<file path="src/rtl/shift_operand_stage.sv">
// shift_operand_stage
// Operand-2 decode stage feeding the barrel shifter. Accepts one ARM
// data-processing instruction per valid/ready handshake, reads the register
// file through a single combinational read port, and presents registered
// shifter controls and operands.
//
// Ports:
//   clk, rst_n        clock, asynchronous active-low reset
//   flush             synchronous flush; drops any in-flight work
//   in_valid/in_ready instruction handshake
//   instr[31:0]       instruction word
//   rf_addr[3:0]      register file read index (combinational)
//   rf_data[31:0]     register file read data (same cycle as rf_addr)
//   out_valid/out_ready result handshake
//   vimm              1: use valimm, 0: use valreg
//   bimm              1: use byimm,  0: use byreg
//   shift_type[1:0]   LSL=00, LSR=01, ASR=10, ROR=11
//   rrx               ROR #0 encoding (rotate right extended)
//   valimm[31:0]      zero-extended imm8
//   valreg[31:0]      value of Rm
//   byimm[31:0]       immediate shift amount
//   byreg[31:0]       Rs[7:0] zero-extended
module shift_operand_stage (
  input  logic        clk,
  input  logic        rst_n,
  input  logic        flush,
  input  logic        in_valid,
  output logic        in_ready,
  input  logic [31:0] instr,
  output logic [3:0]  rf_addr,
  input  logic [31:0] rf_data,
  output logic        out_valid,
  input  logic        out_ready,
  output logic        vimm,
  output logic        bimm,
  output logic [1:0]  shift_type,
  output logic        rrx,
  output logic [31:0] valimm,
  output logic [31:0] valreg,
  output logic [31:0] byimm,
  output logic [31:0] byreg
);

  typedef enum logic [0:0] {
    IDLE     = 1'b0,
    FETCH_RS = 1'b1
  } state_t;

  state_t      state_q, state_d;
  logic        out_valid_q, out_valid_d;
  logic        vimm_q, vimm_d;
  logic        bimm_q, bimm_d;
  logic [1:0]  type_q, type_d;
  logic        rrx_q, rrx_d;
  logic [31:0] valimm_q, valimm_d;
  logic [31:0] valreg_q, valreg_d;
  logic [31:0] byimm_q, byimm_d;
  logic [31:0] byreg_q, byreg_d;
  logic [3:0]  rs_q, rs_d;

  logic        accept;
  logic [4:0]  sh_amt;
  logic [1:0]  sh_type;

  // Instruction bits that do not affect operand-2 decode.
  logic unused_instr_bits;
  assign unused_instr_bits = ^{instr[31:26], instr[24:12]};

  assign sh_amt  = instr[11:7];
  assign sh_type = instr[6:5];

  // in_ready depends only on state, flush and out_ready, never on in_valid.
  assign in_ready = (state_q == IDLE) && !flush && (!out_valid_q || out_ready);
  assign accept   = in_valid && in_ready;
  assign rf_addr  = (state_q == FETCH_RS) ? rs_q : instr[3:0];

  always_comb begin
    state_d     = state_q;
    out_valid_d = out_valid_q;
    vimm_d      = vimm_q;
    bimm_d      = bimm_q;
    type_d      = type_q;
    rrx_d       = rrx_q;
    valimm_d    = valimm_q;
    valreg_d    = valreg_q;
    byimm_d     = byimm_q;
    byreg_d     = byreg_q;
    rs_d        = rs_q;

    if (flush) begin
      out_valid_d = 1'b0;
      state_d     = IDLE;
    end else begin
      unique case (state_q)
        IDLE: begin
          if (accept) begin
            if (instr[25]) begin
              // Rotated immediate: imm8 rotated right by 2*rot4.
              out_valid_d = 1'b1;
              vimm_d      = 1'b1;
              bimm_d      = 1'b1;
              type_d      = 2'b11;
              rrx_d       = 1'b0;
              valimm_d    = {24'b0, instr[7:0]};
              valreg_d    = '0;
              byimm_d     = {27'b0, instr[11:8], 1'b0};
              byreg_d     = '0;
            end else if (!instr[4]) begin
              // Immediate shift; a zero amount re-encodes LSR/ASR #32 and RRX.
              out_valid_d = 1'b1;
              vimm_d      = 1'b0;
              bimm_d      = 1'b1;
              type_d      = sh_type;
              rrx_d       = (sh_amt == 5'd0) && (sh_type == 2'b11);
              valimm_d    = '0;
              valreg_d    = rf_data;
              byreg_d     = '0;
              if ((sh_amt == 5'd0) && (sh_type == 2'b01 || sh_type == 2'b10))
                byimm_d = 32'd32;
              else
                byimm_d = {27'b0, sh_amt};
            end else begin
              // Register shift: capture Rm now, read Rs next cycle.
              out_valid_d = 1'b0;
              state_d     = FETCH_RS;
              rs_d        = instr[11:8];
              vimm_d      = 1'b0;
              bimm_d      = 1'b0;
              type_d      = sh_type;
              rrx_d       = 1'b0;
              valimm_d    = '0;
              valreg_d    = rf_data;
              byimm_d     = '0;
              byreg_d     = '0;
            end
          end else if (out_ready) begin
            out_valid_d = 1'b0;
          end
        end
        FETCH_RS: begin
          byreg_d     = {24'b0, rf_data[7:0]};
          vimm_d      = 1'b0;
          bimm_d      = 1'b0;
          out_valid_d = 1'b1;
          state_d     = IDLE;
        end
        default: state_d = IDLE;
      endcase
    end
  end

  always_ff @(posedge clk or negedge rst_n) begin
    if (!rst_n) begin
      state_q     <= IDLE;
      out_valid_q <= 1'b0;
      vimm_q      <= 1'b0;
      bimm_q      <= 1'b0;
      type_q      <= 2'b00;
      rrx_q       <= 1'b0;
      valimm_q    <= '0;
      valreg_q    <= '0;
      byimm_q     <= '0;
      byreg_q     <= '0;
      rs_q        <= '0;
    end else begin
      state_q     <= state_d;
      out_valid_q <= out_valid_d;
      vimm_q      <= vimm_d;
      bimm_q      <= bimm_d;
      type_q      <= type_d;
      rrx_q       <= rrx_d;
      valimm_q    <= valimm_d;
      valreg_q    <= valreg_d;
      byimm_q     <= byimm_d;
      byreg_q     <= byreg_d;
      rs_q        <= rs_d;
    end
  end

  assign out_valid  = out_valid_q;
  assign vimm       = vimm_q;
  assign bimm       = bimm_q;
  assign shift_type = type_q;
  assign rrx        = rrx_q;
  assign valimm     = valimm_q;
  assign valreg     = valreg_q;
  assign byimm      = byimm_q;
  assign byreg      = byreg_q;

endmodule
</file>
<file path="config.mk">
export PLATFORM = sky130hd
export DESIGN_NAME = shift_operand_stage
export DESIGN_NICKNAME = d
export VERILOG_FILES = /design/src/rtl/shift_operand_stage.sv
export SDC_FILE = /design/constraint.sdc
export NUM_CORES = 1
export LEC_CHECK = 0
export ABC_AREA = 1
export BUFFER_PORTS_ARGS = -buffer_cell sky130_fd_sc_hd__clkbuf_2
export CORE_MARGIN = 4
export CORE_UTILIZATION = 35
export CTS_BUF_LIST = sky130_fd_sc_hd__clkbuf_8
export DETAILED_ROUTE_END_ITERATION = 10
export GPL_TIMING_DRIVEN = 0
export PLACE_DENSITY = 0.7
export SLEW_MARGIN = 40
export SYNTH_ARGS = -nofsm -noshare
export SYNTH_HDL_FRONTEND = slang
export SYNTH_SLANG_ARGS = --single-unit
</file>
<file path="constraint.sdc">
create_clock -name clk -period 2 [get_ports clk]
set_input_delay 0.2 -clock clk [delete_from_list [all_inputs] [get_ports clk]]
set_output_delay 0.2 -clock clk [all_outputs]
set_load 0.005 [all_outputs]
</file>
==> summary.md, run 1 <==
| Metric | Value |
|---|---|
| Outcome | `finished clean` |
| Worst Setup Slack, final | `552.1 ps` |
| Clk slew on worst S/H paths | `70 ps` |
| Clk_skew | `6.547 ps` |
| Tcrit/Tclk final | `72.39%` |
| Peak VDD IR | `0.3106 mV` |
| Library cells used by synthesis | `18` |
| Iter 0 DRT Violations | `101` |
| Ratio of cells with drive above 1 in the final layout | `38.42%` |
| P_int | `2.403 mW` |
| Critical-path top delay cell | `dfrtp_1` |
| Main combinational cell family by area after synthesis | `buffers and inverters` |
| CTS tree | `done` |
| Longest Clk Path Bufs | `2` |
| Max-cap viol count | `0` |
| Commonest cells in the netlist | `nand2_1 (122), buf_4 (78), dfrtp_1 (65)` |
| Final Wtd Congestion | `0.7525` |
| Die H | `103.5 µm` |
| Global-route wire length before repair | `13470 µm` |
| Largest net degree at the start of global routing | `66` |
| Hold wc startpoint | `rf_data[10]` |
| Vias per Instance | `4.047` |
| Drt first pass iters | `4` |
| Port Buffer Count | `114` |
| Yosys reg bits | `65` |
| Combinational share of power | `19.0%` |
| Worst Path Arrival | `1250 ps` |
| Root Driver | `clkbuf_8` |
| Top Usage Layer GRT | `met2` |
| Routed len/inst | `11.99 µm` |
| R2R Path Start | `out_valid` |
| Post-route ant nets | `0` |
| Worst Path Required | `1800 ps` |
| FP Rows | `34` |
| Layout area overhead | `37.38%` |
| Post-synth EDFFs | `0` |
| Clk pwr share | `33.5%` |
| Worst setup EP type | `output pin` |
| Power density over the cells | `747.3 nW/µm²` |
| Hold WC Path Type | `input pin to register` |
| Slowest Stage Delay on Critical Path | `410 ps` |
| GR Util met1 | `18.43%` |
| Met3 Usage GRT | `4.540%` |
| Setup WS pre-CTS | `690.2 ps` |
| Asr flop ratio synth | `100.0%` |
| Later-pin clock latency in the skew report | `320 ps` |
| Synth Instances | `367` |
| Final #Nets | `636` |
| Critical path startpoint category | `register` |
| Worst-Margin Slew | `562.0 ps` |
| Fmax achieved | `0.6907 GHz` |
| Slew Viols, Final | `0` |
| Adder-Cell Fraction of Synth Area | `0.3918%` |
| Static Leakage | `2.685 nW` |
| Min Tclk post-route | `1448 ps` |
| Initial cell density of the core | `36.26%` |
| IO Pins | `208` |
| Yosys top cell by area | `dfrtp_1` |
| Reg power frac | `47.4%` |
| Post-synthesis compound-gate area fraction | `6.426%` |
| Yosys warns | `0` |
| Register area share after synthesis | `50.94%` |
| Initial antenna violation count | `0` |
| Die area | `10720 µm²` |
| Synth Area in Simple Gates | `19.55%` |
| Xor-xnor portion of the synthesized cell area | `0%` |
| Total CTS buffers | `9` |
| H-Tree Level Count | `3` |
| Syn_area_per_cell | `8.700 µm²` |
| Final setup TNS | `0 ps` |
| DP HPWL | `6322 µm` |
| Crit path cell chain | `buf_4 -> o21ai_0 -> clkbuf_2` |
| RSZ-0062 raised after global routing | `false` |
| N_diodes | `0` |
| Mux share of post-synthesis cell area | `0%` |
| Psw | `0.8747 mW` |
| WL final | `8132 µm` |
| Prevailing post-synth register cell | `dfrtp_1` |
| Yosys top cell area share | `50.94%` |
| Vias in the first global route | `2786` |
| Setup CP Type | `register to output pin` |
| Vias | `2744` |
| Mapped cell area | `3193 µm²` |
| Final hold viol count | `0` |
| GR Util All Layers | `15.18%` |
| # clock sinks | `65` |
| CP Max Fanout | `10` |
| CTS resizes | `0` |
| Sw Share | `26.68%` |
| Core Region | `8806 µm²` |
| Synth area leaders | `dfrtp_1 (51%), buf_4 (18%), nand2_1 (14%)` |
| Rel. slew slack | `62.53%` |
| Die X | `103.5 µm` |
| DRC | `0` |
| Most common cell in the netlist | `nand2_1` |
| Total gr overflow | `0` |
| Grt met2 use | `25.61%` |
| Setup crit start | `state_q` |
| Setup violators final | `0` |
registers in the layout (all words and copies together) (netlist names):
| signal | cells |
|---|---|
| bimm | 1 |
| byimm | 6 |
| byreg | 8 |
| out_valid | 1 |
| rrx | 1 |
| rs_q | 4 |
| shift_type | 2 |
| state_q | 1 |
| valimm | 8 |
| valreg | 32 |
| vimm | 1 |
cells by family after synthesis:
kind of cell,count (synthesis)
fa+ha+maj,1
flops,65
compound gates,41
simple gates,150
other cells,1
buf+inv,109
path summary, 6_finish.rpt:
kind | endpoint | slack (ps) | depth (start not counted)
min | valreg[10] | 60 | 3
max reg2reg | valreg[6] | 660 | 5
max in group asynchronous | valreg[26] | 1200 | 2
min in group asynchronous | valimm[1] | 420 | 2
min reg2reg | valreg[13] | 480 | 2
max | rf_addr[2] | 550 | 3
final cells by class:
cell class                      count  area, µm²
Clock inverter                      4      43.79
Buffer                             86      634.4
Fill cell                         881       4419
Clock buffer                       11      151.4
Inverter                           23      86.33
Sequential cell                    65       1627
Multi-Input combinational cell    266       1120
Timing Repair Buffer              115      589.3
Tap cell                          108      135.1
power by group through the flow:
stage	sequential [mW]	clock (mW)	combinational [mW]
floorplan	1.58	0	0.324
finish	1.55	1.10	0.624
global placement	1.57	0	0.612
global route	1.57	1.21	0.707
CTS	1.55	1.14	0.630
detailed placement	1.58	0	0.628
metal layers:
| layer | vias to the layer above | wire (µm) |
|---|---|---|
| li1 | 1379 | - |
| met1 | 1241 | 3361 |
| met2 | 113 | 3969 |
| met3 | 11 | 680 |
| met4 | 0 | 121 |
| met5 | - | 0 |
critical path: cells and delay by family (launching register included):
family                 cells  cell delay [ps]
AOI/OAI and AO/OA          1              180
buffers and inverters      2              320
DFF                        1              410
what timing repair did:
| item | 4_1_cts | 5_1_grt |
|---|---|---|
| hold buffers | 1 | 0 |
| buffers inserted | 0 | 0 |
| endpoints found under the hold margin | 65 | 0 |
| endpoints found under the setup margin | 0 | 0 |
placed cells by master (no fill, tap or decap), drive strengths merged:
master	n
ha	1
buf	83
nor2	10
nand3	15
bufinv	1
o21ai	39
clkinv	2
dlygate4sd3	1
nand2	125
dfrtp	65
a21oi	2
clkbuf	128
conb	74
inv	24
through the flow:
step / power (mW) / instance area, µm² / std cells / hold WS [ps] / utilization [%]
2_1_floorplan: 1.904 / 3467 / 440 / -95.59 / -
3_3_place_gp: 2.181 / 4173 / 662 / 394.2 / 47.39
3_5_place_dp: 2.203 / 4182 / 662 / 235.8 / 47.49
4_1_cts: 3.322 / 4387 / 678 / 46.17 / 49.82
5_1_grt: 3.489 / 4387 / 678 / 56.71 / 49.82
6_report: 3.278 / 4387 / 678 / 62.30 / 49.82
Power figures use the tool's default switching activity.
==> run 2, diff against run 1 <==
--- a/config.mk
+++ b/config.mk
@@ -5,14 +5,14 @@
 export SDC_FILE = /design/constraint.sdc
 export NUM_CORES = 1
 export LEC_CHECK = 0
-export ABC_AREA = 1
+export ABC_AREA = 0
 export BUFFER_PORTS_ARGS = -buffer_cell sky130_fd_sc_hd__clkbuf_2
 export CORE_MARGIN = 4
 export CORE_UTILIZATION = 35
 export CTS_BUF_LIST = sky130_fd_sc_hd__clkbuf_8
 export DETAILED_ROUTE_END_ITERATION = 10
 export GPL_TIMING_DRIVEN = 0
-export PLACE_DENSITY = 0.7
+export PLACE_DENSITY = 0.71
 export SLEW_MARGIN = 40
 export SYNTH_ARGS = -nofsm -noshare
 export SYNTH_HDL_FRONTEND = slang
==> constraint.sdc (replaced) <==
create_clock -name clk -period 1.3 [get_ports clk]
set_input_delay 0.13 -clock clk [delete_from_list [all_inputs] [get_ports clk]]
set_output_delay 0.13 -clock clk [all_outputs]
set_load 0.005 [all_outputs]
==> run 2 against run 1 <==
Compared with the run above: the flow now finishes with violations (setup timing); sequential power up 59%; non-clock buffer count rose by 22; combinational power grew 130%; register-to-register slack lost 880 ps; critical path type is now register to register.
==> summary.md, run 2 <==
| Metric | Value |
|---|---|
| Outcome | `complete, but fails checks` |
| Failing checks | `setup timing` |
| Synth area leaders | `dfrtp_1 (46%), buf_4 (16%), mux2_2 (11%)` |
| Core Region | `9774 µm² (+11%)` |
| # clock sinks | `65 (unchanged)` |
| Synth Instances | `322 (-12%)` |
| Worst setup EP type | `register` |
| Clk_skew | `9.796 ps (+3.249 ps)` |
| Setup crit start | `state_q` |
| Yosys warns | `0 (unchanged)` |
| Post-synth EDFFs | `0 (unchanged)` |
| Filler Cells Inserted | `874 (-0.79%)` |
| DRC | `0 (unchanged)` |
| Fin area | `5238 µm² (+19%)` |
| Final Wtd Congestion | `0.7742 (+2.9%)` |
| Register area share after synthesis | `46.36% (-4.6 points)` |
| Yosys reg bits | `65 (unchanged)` |
| Dpl cell area | `4531 µm² (+8.3%)` |
| Adder-Cell Fraction of Synth Area | `0.3566% (-0.035 points)` |
| Xor-xnor portion of the synthesized cell area | `0% (unchanged)` |
| Vias | `2744 (unchanged)` |
| Crit path buf inv count | `3 (+1)` |
| R2R Path Start | `state_q` |
| Max-cap viol count | `0 (unchanged)` |
| Peak VDD IR | `0.4694 mV (+51%)` |
| Vias per Instance | `4.053 (+0.15%)` |
| Static Leakage | `2.887 nW (+7.5%)` |
| Fin util | `53.58% (+3.8 points)` |
| Critical path startpoint category | `register` |
| Setup violators final | `61 (+61)` |
| Post-synthesis compound-gate area fraction | `2.853% (-3.6 points)` |
| Total gr overflow | `0 (unchanged)` |
| Routed len/inst | `12.97 µm (+8.1%)` |
| Die X | `108.1 µm (+4.4%)` |
| Min Tclk post-route | `1524 ps` |
| Final setup TNS | `-9295 ps (-9295 ps)` |
| Power density over the cells | `1069 nW/µm² (+43%)` |
| Total CTS buffers | `9 (unchanged)` |
| Tcrit/Tclk final | `117.2%` |
| Crit path cell chain | `buf_6 -> nor2_4 -> and3_4 -> buf_12 -> clkbuf_16 -> mux2_4` |
| Drt first pass iters | `4 (unchanged)` |
| IO Pins | `208 (unchanged)` |
| Vias in the first global route | `2677 (-3.9%)` |
| N_diodes | `0 (unchanged)` |
| Synth Area in Simple Gates | `12.80% (-6.8 points)` |
| Most common cell in the netlist | `buf_4` |
| Mux share of post-synthesis cell area | `17.23% (+17 points)` |
| WL final | `8779 µm (+8.0%)` |
| Iter 0 DRT Violations | `109 (+7.9%)` |
| Setup CP Type | `register to register` |
| Global-route wire length before repair | `13230 µm (-1.8%)` |
| Rel. slew slack | `65.36% (+2.8 points)` |
| Hold wc startpoint | `rf_data[7]` |
| RSZ-0062 raised after global routing | `true` |
| Ratio of cells with drive above 1 in the final layout | `52.76% (+14 points)` |
| FP Rows | `36 (+5.9%)` |
| Mapped cell area | `3508 µm² (+9.9%)` |
| Yosys top cell area share | `46.36% (-4.6 points)` |
| Root Driver | `clkbuf_8` |
| Die area | `11690 µm² (+9.1%)` |
| Yosys top cell by area | `dfrtp_1` |
| Main combinational cell family by area after synthesis | `buffers and inverters` |
| DP HPWL | `6246 µm (-1.2%)` |
| Commonest non-fill, non-tap cell in the layout | `clkbuf_2` |
| Layout area overhead | `49.29%` |
| Initial antenna violation count | `0 (unchanged)` |
| Final #Nets | `610 (-4.1%)` |
| Longest Clk Path Bufs | `2 (unchanged)` |
| Top delay family on crit path | `buffers and inverters` |
| Worst Path Arrival | `1730 ps (+480 ps)` |
| Port Buffer Count | `113 (-0.88%)` |
| Pwr Total | `5.600 mW (+71%)` |
| Worst Setup Slack, final | `-224.0 ps (-776.1 ps)` |
| Syn_area_per_cell | `10.90 µm² (+25%)` |
| GR Util All Layers | `14.43% (-0.75 points)` |
| Critical-path top delay cell | `dfrtp_1` |
| H-Tree Level Count | `3 (unchanged)` |
| Clk slew on worst S/H paths | `70 ps (about the same)` |
| Final hold viol count | `0 (unchanged)` |
| Die H | `108.1 µm (+4.4%)` |
| Post-route ant nets | `0 (unchanged)` |
| Hold WC Path Type | `input pin to register` |
| CTS tree | `done` |
| Worst Path Required | `1510 ps (-290 ps)` |
| Max reg flops | `32 (unchanged)` |
| CP Max Fanout | `5 (-5)` |
| Most frequent cells in the layout | `clkbuf_2 (114), buf_4 (78), conb_1 (74), dfrtp_1 (65)` |
| Prevailing post-synth register cell | `dfrtp_1` |
| Asr flop ratio synth | `100.0% (unchanged)` |
| Worst-Margin Slew | `519.6 ps (-42.42 ps)` |
| Slew Viols, Final | `0 (unchanged)` |
| Fmax achieved | `0.6562 GHz` |
| Later-pin clock latency in the skew report | `330 ps (about the same)` |
| Largest net degree at the start of global routing | `66 (unchanged)` |
| Initial cell density of the core | `35.89% (-0.37 points)` |
| Commonest cells in the netlist | `buf_4 (76), dfrtp_1 (65), mux2_2 (35), nor2b_1 (35), nand2_1 (30)` |
| Slowest Stage Delay on Critical Path | `380 ps (-30 ps)` |
| Library cells used by synthesis | `33 (+15)` |
run 2: changes by cell type after synthesis, moves of 6 or more:
cell / before / now
mux2_2: 0 / 35
o21ai_1: 10 / 0
nand3_1: 14 / 1
mux2_4: 0 / 6
o21ai_0: 29 / 10
nand2_1: 122 / 30
mux2i_1: 0 / 12
inv_1: 22 / 13
nor2b_1: 0 / 35
run 2: power by group:
group | total (mW) | switching, mW | internal [mW] | leakage (nW)
combinational | 1.42 | 0.568 | 0.855 | 1.95
sequential | 2.47 | 0.162 | 2.31 | 0.835
clock | 1.71 | 0.741 | 0.967 | 0.104
run 2: worst paths after layout:
path | endpoint | slack [ps] | cells after the start
setup / recovery | valreg[16] | -220 | 6
hold / removal | byreg[7] | 10 | 3
setup reg to reg | valreg[16] | -220 | 6
hold reg to reg | valreg[14] | 510 | 1
max in group asynchronous | valreg[21] | 580 | 2
min in group asynchronous | valreg[1] | 340 | 2
run 2: per-layer routing:
| layer | global-route usage [%] | up-vias | share of wire (%) | wire (µm) |
|---|---|---|---|---|
| li1 | - | 1340 | - | - |
| met1 | 18.21 | 1265 | 41 | 3574 |
| met2 | 23.85 | 129 | 49 | 4286 |
| met3 | 4.955 | 10 | 9.2 | 811 |
| met4 | 3.517 | 0 | 1.2 | 106 |
| met5 | 0 | - | 0 | 0 |
run 2: tightest hold or removal path, stage by stage:
cell	delay, ps
clkbuf_2	90
nand2_1	50
o21ai_2	50
run 2: metrics by stage:
stage               hold WS [ps]  worst slack [ps]  std cells
floorplan                 -165.6            -206.3        395
global placement           356.1            -323.4        641
detailed placement         160.8            -336.1        641
CTS                        1.007            -236.6        672
global route               1.846            -263.5        677
finish                     13.72            -224.0        677
run 2: logic make-up after synthesis:
family	after synthesis
other cells	1
buf+inv	102
flops	65
compound gates	17
simple gates	83
mux	53
fa+ha+maj	1
run 2: repair_timing:
action,in CTS,in global routing
pin swaps,4,7
endpoints found under the hold margin,66,1
resized for setup,64,20
gates cloned,3,3
hold buffers,2,1
setup endpoints to repair,66,66
setup buffers,14,5
run 2: area by class of cell:
class,instances,area (µm²),area share [%]
buffer,86,678.2,12.95
clock buffer,11,151.4,2.891
clock inverter,4,45.04,0.8600
inverter,13,48.80,0.9317
multi-input combinational,228,1600,30.55
sequential,65,1627,31.06
tap,133,166.4,3.177
timing repair buffer,137,920.9,17.58
==> run 3, diff against run 2 <==
--- a/config.mk
+++ b/config.mk
@@ -5,14 +5,14 @@
 export SDC_FILE = /design/constraint.sdc
 export NUM_CORES = 1
 export LEC_CHECK = 0
-export ABC_AREA = 0
+export ABC_AREA = 1
 export BUFFER_PORTS_ARGS = -buffer_cell sky130_fd_sc_hd__clkbuf_2
 export CORE_MARGIN = 4
 export CORE_UTILIZATION = 35
 export CTS_BUF_LIST = sky130_fd_sc_hd__clkbuf_8
 export DETAILED_ROUTE_END_ITERATION = 10
 export GPL_TIMING_DRIVEN = 0
-export PLACE_DENSITY = 0.71
+export PLACE_DENSITY = 0.73
 export SLEW_MARGIN = 40
 export SYNTH_ARGS = -nofsm -noshare
 export SYNTH_HDL_FRONTEND = slang
==> run 3 against run 2 <==
Compared with the run above: utilization hardly changed; die area fell by 8.3%; final area is 9.8% lower; first-iteration DRC count fell by 11%; the flow now finishes without violations; critical path depth decreased by 2; total power is 9.7% lower.
==> summary.md, run 3 (synthesis results as in run 1) <==
| Metric | Value |
|---|---|
| Outcome | `finished clean` |
| Critical path startpoint category | `register` |
| Initial cell density of the core | `36.26% (+0.37 points)` |
| Longest Clk Path Bufs | `2 (unchanged)` |
| Filler Cells Inserted | `838 (-4.1%)` |
| DP HPWL | `6170 µm (-1.2%)` |
| Rel. slew slack | `65.67% (+0.31 points)` |
| Top Usage Layer GRT | `met2` |
| Die X | `103.5 µm (-4.3%)` |
| Core Region | `8806 µm² (-9.9%)` |
| Post-route ant nets | `0 (unchanged)` |
| Worst-Margin Slew | `515.0 ps (-4.590 ps)` |
| Setup WS pre-CTS | `2.368 ps (+338.5 ps)` |
| Later-pin clock latency in the skew report | `330 ps (about the same)` |
| DRC | `0 (unchanged)` |
| Worst Path Arrival | `1150 ps (-580 ps)` |
| Power density over the cells | `1071 nW/µm² (+0.17%)` |
| Max-cap viol count | `0 (unchanged)` |
| FP Rows | `34 (-5.6%)` |
| Max reg flops | `32 (unchanged)` |
| Static Leakage | `2.837 nW (-1.7%)` |
| Worst Path Required | `1170 ps (-340 ps)` |
| Min Tclk post-route | `1277 ps (-247.4 ps)` |
| H-Tree Level Count | `3 (unchanged)` |
| Final hold viol count | `0 (unchanged)` |
| WL final | `8615 µm (-1.9%)` |
| Final setup TNS | `0 ps (+9295 ps)` |
| Worst Setup Slack, final | `23.44 ps (+247.4 ps)` |
| Drt first pass iters | `6 (+2)` |
| RSZ-0062 raised after global routing | `true` |
| # clock sinks | `65 (unchanged)` |
| Vias in the first global route | `2882 (+7.7%)` |
| Largest net degree at the start of global routing | `66 (unchanged)` |
| Final #Nets | `665 (+9.0%)` |
| Commonest non-fill, non-tap cell in the layout | `nand2_1` |
| Initial antenna violation count | `0 (unchanged)` |
| Root Driver | `clkbuf_8` |
| Clk slew on worst S/H paths | `70 ps (about the same)` |
| IO Pins | `208 (unchanged)` |
| Met3 Usage GRT | `5.100% (+0.14 points)` |
| GR Util met1 | `18.96% (+0.75 points)` |
| Vias | `2859 (+4.2%)` |
| Port Buffer Count | `114 (+0.88%)` |
| Layout area overhead | `47.88%` |
| Routed len/inst | `12.19 µm (-6.0%)` |
| Worst setup EP type | `output pin` |
| Clk_skew | `9.775 ps (-0.02131 ps)` |
| Global-route wire length before repair | `14320 µm (+8.3%)` |
| CP Max Fanout | `3 (-2)` |
| Grt met2 use | `27.76% (+3.9 points)` |
| N_diodes | `0 (unchanged)` |
| Die H | `103.5 µm (-4.3%)` |
| Vias per Instance | `4.044 (-0.23%)` |
| Hold WC Path Type | `input pin to register` |
| Tcrit/Tclk final | `98.20% (-19 points)` |
| GR Util All Layers | `16.29% (+1.9 points)` |
| Iter 0 DRT Violations | `97 (-11%)` |
| Final Wtd Congestion | `0.7765 (+0.30%)` |
| Peak VDD IR | `0.5257 mV (+12%)` |
| Most frequent cells in the layout | `nand2_1 (117), clkbuf_2 (110), buf_4 (78), conb_1 (74), dfrtp_1 (64)` |
| Total CTS buffers | `9 (unchanged)` |
| Setup CP Type | `register to output pin` |
| Slew Viols, Final | `0 (unchanged)` |
| Total gr overflow | `0 (unchanged)` |
| Setup violators final | `0 (-100%)` |
| Die area | `10720 µm² (-8.3%)` |
| Ratio of cells with drive above 1 in the final layout | `39.40% (-13 points)` |
| CTS tree | `done` |
| Fmax achieved | `0.7834 GHz (+19%)` |
run 3: critical path, cell delays in order, from the launching register on:
cell     delay, ps
dfrtp_2        440
nor2_4         130
nand2_2        100
inv_2           60
buf_6           80
run 3: layout make-up:
class	instances	area [µm²]	share of cell area [%]
plain buffers	86	654.4	13.86
clock buffers	9	123.9	2.623
clock inverters	6	52.55	1.113
inverters	23	86.33	1.828
multi-input cells	266	1152	24.40
flip-flops and latches	65	1628	34.47
well taps	108	135.1	2.862
repair buffers	144	889.6	18.84
run 3: path summary, 6_finish.rpt:
check	slack [ps]	end	depth (start not counted)	from
max in group asynchronous	550	valreg[3]	2	rst_n
max	20	in_ready	4	state_q
max reg2reg	30	valreg[22]	6	state_q
min reg2reg	480	valreg[23]	2	valreg[23]
min in group asynchronous	370	rs_q[1]	2	rst_n
min	30	out_valid	2	flush
run 3: metrics by stage:
step,util (%),cells,area (µm²),total power [mW],hold WS (ps)
after floorplan,-,440,3467,2.929,-165.6
after global placement,47.39,662,4173,3.356,326.3
after detailed placement,47.49,662,4182,3.384,164.4
after CTS,52.87,704,4656,5.091,1.354
after global routing,53.62,707,4722,5.395,7.535
final,53.62,707,4722,5.057,25.46
run 3: what timing repair did:
item / CTS / global route
endpoints found under the setup margin: 11 / 51
gates resized for setup: 16 / 19
cloned: 1 / 1
setup buffers: 1 / 2
hold endpoints to repair: 89 / 0
pin swaps: 6 / 0
hold buffers: 25 / 0
run 3: per-layer routing:
metal	share of wire [%]	vias to the layer above
met5	0	-
met4	2.3	0
met3	7.9	18
met2	49	121
met1	40	1281
li1	-	1439
run 3: where the power goes:
part	internal, mW	total, mW	leakage, nW	switching [mW]
Clock	0.852	1.59	0.101	0.742
Sequential	2.26	2.39	0.850	0.138
Combinational	0.548	1.07	1.89	0.520
Total	3.66	5.06	2.84	1.40
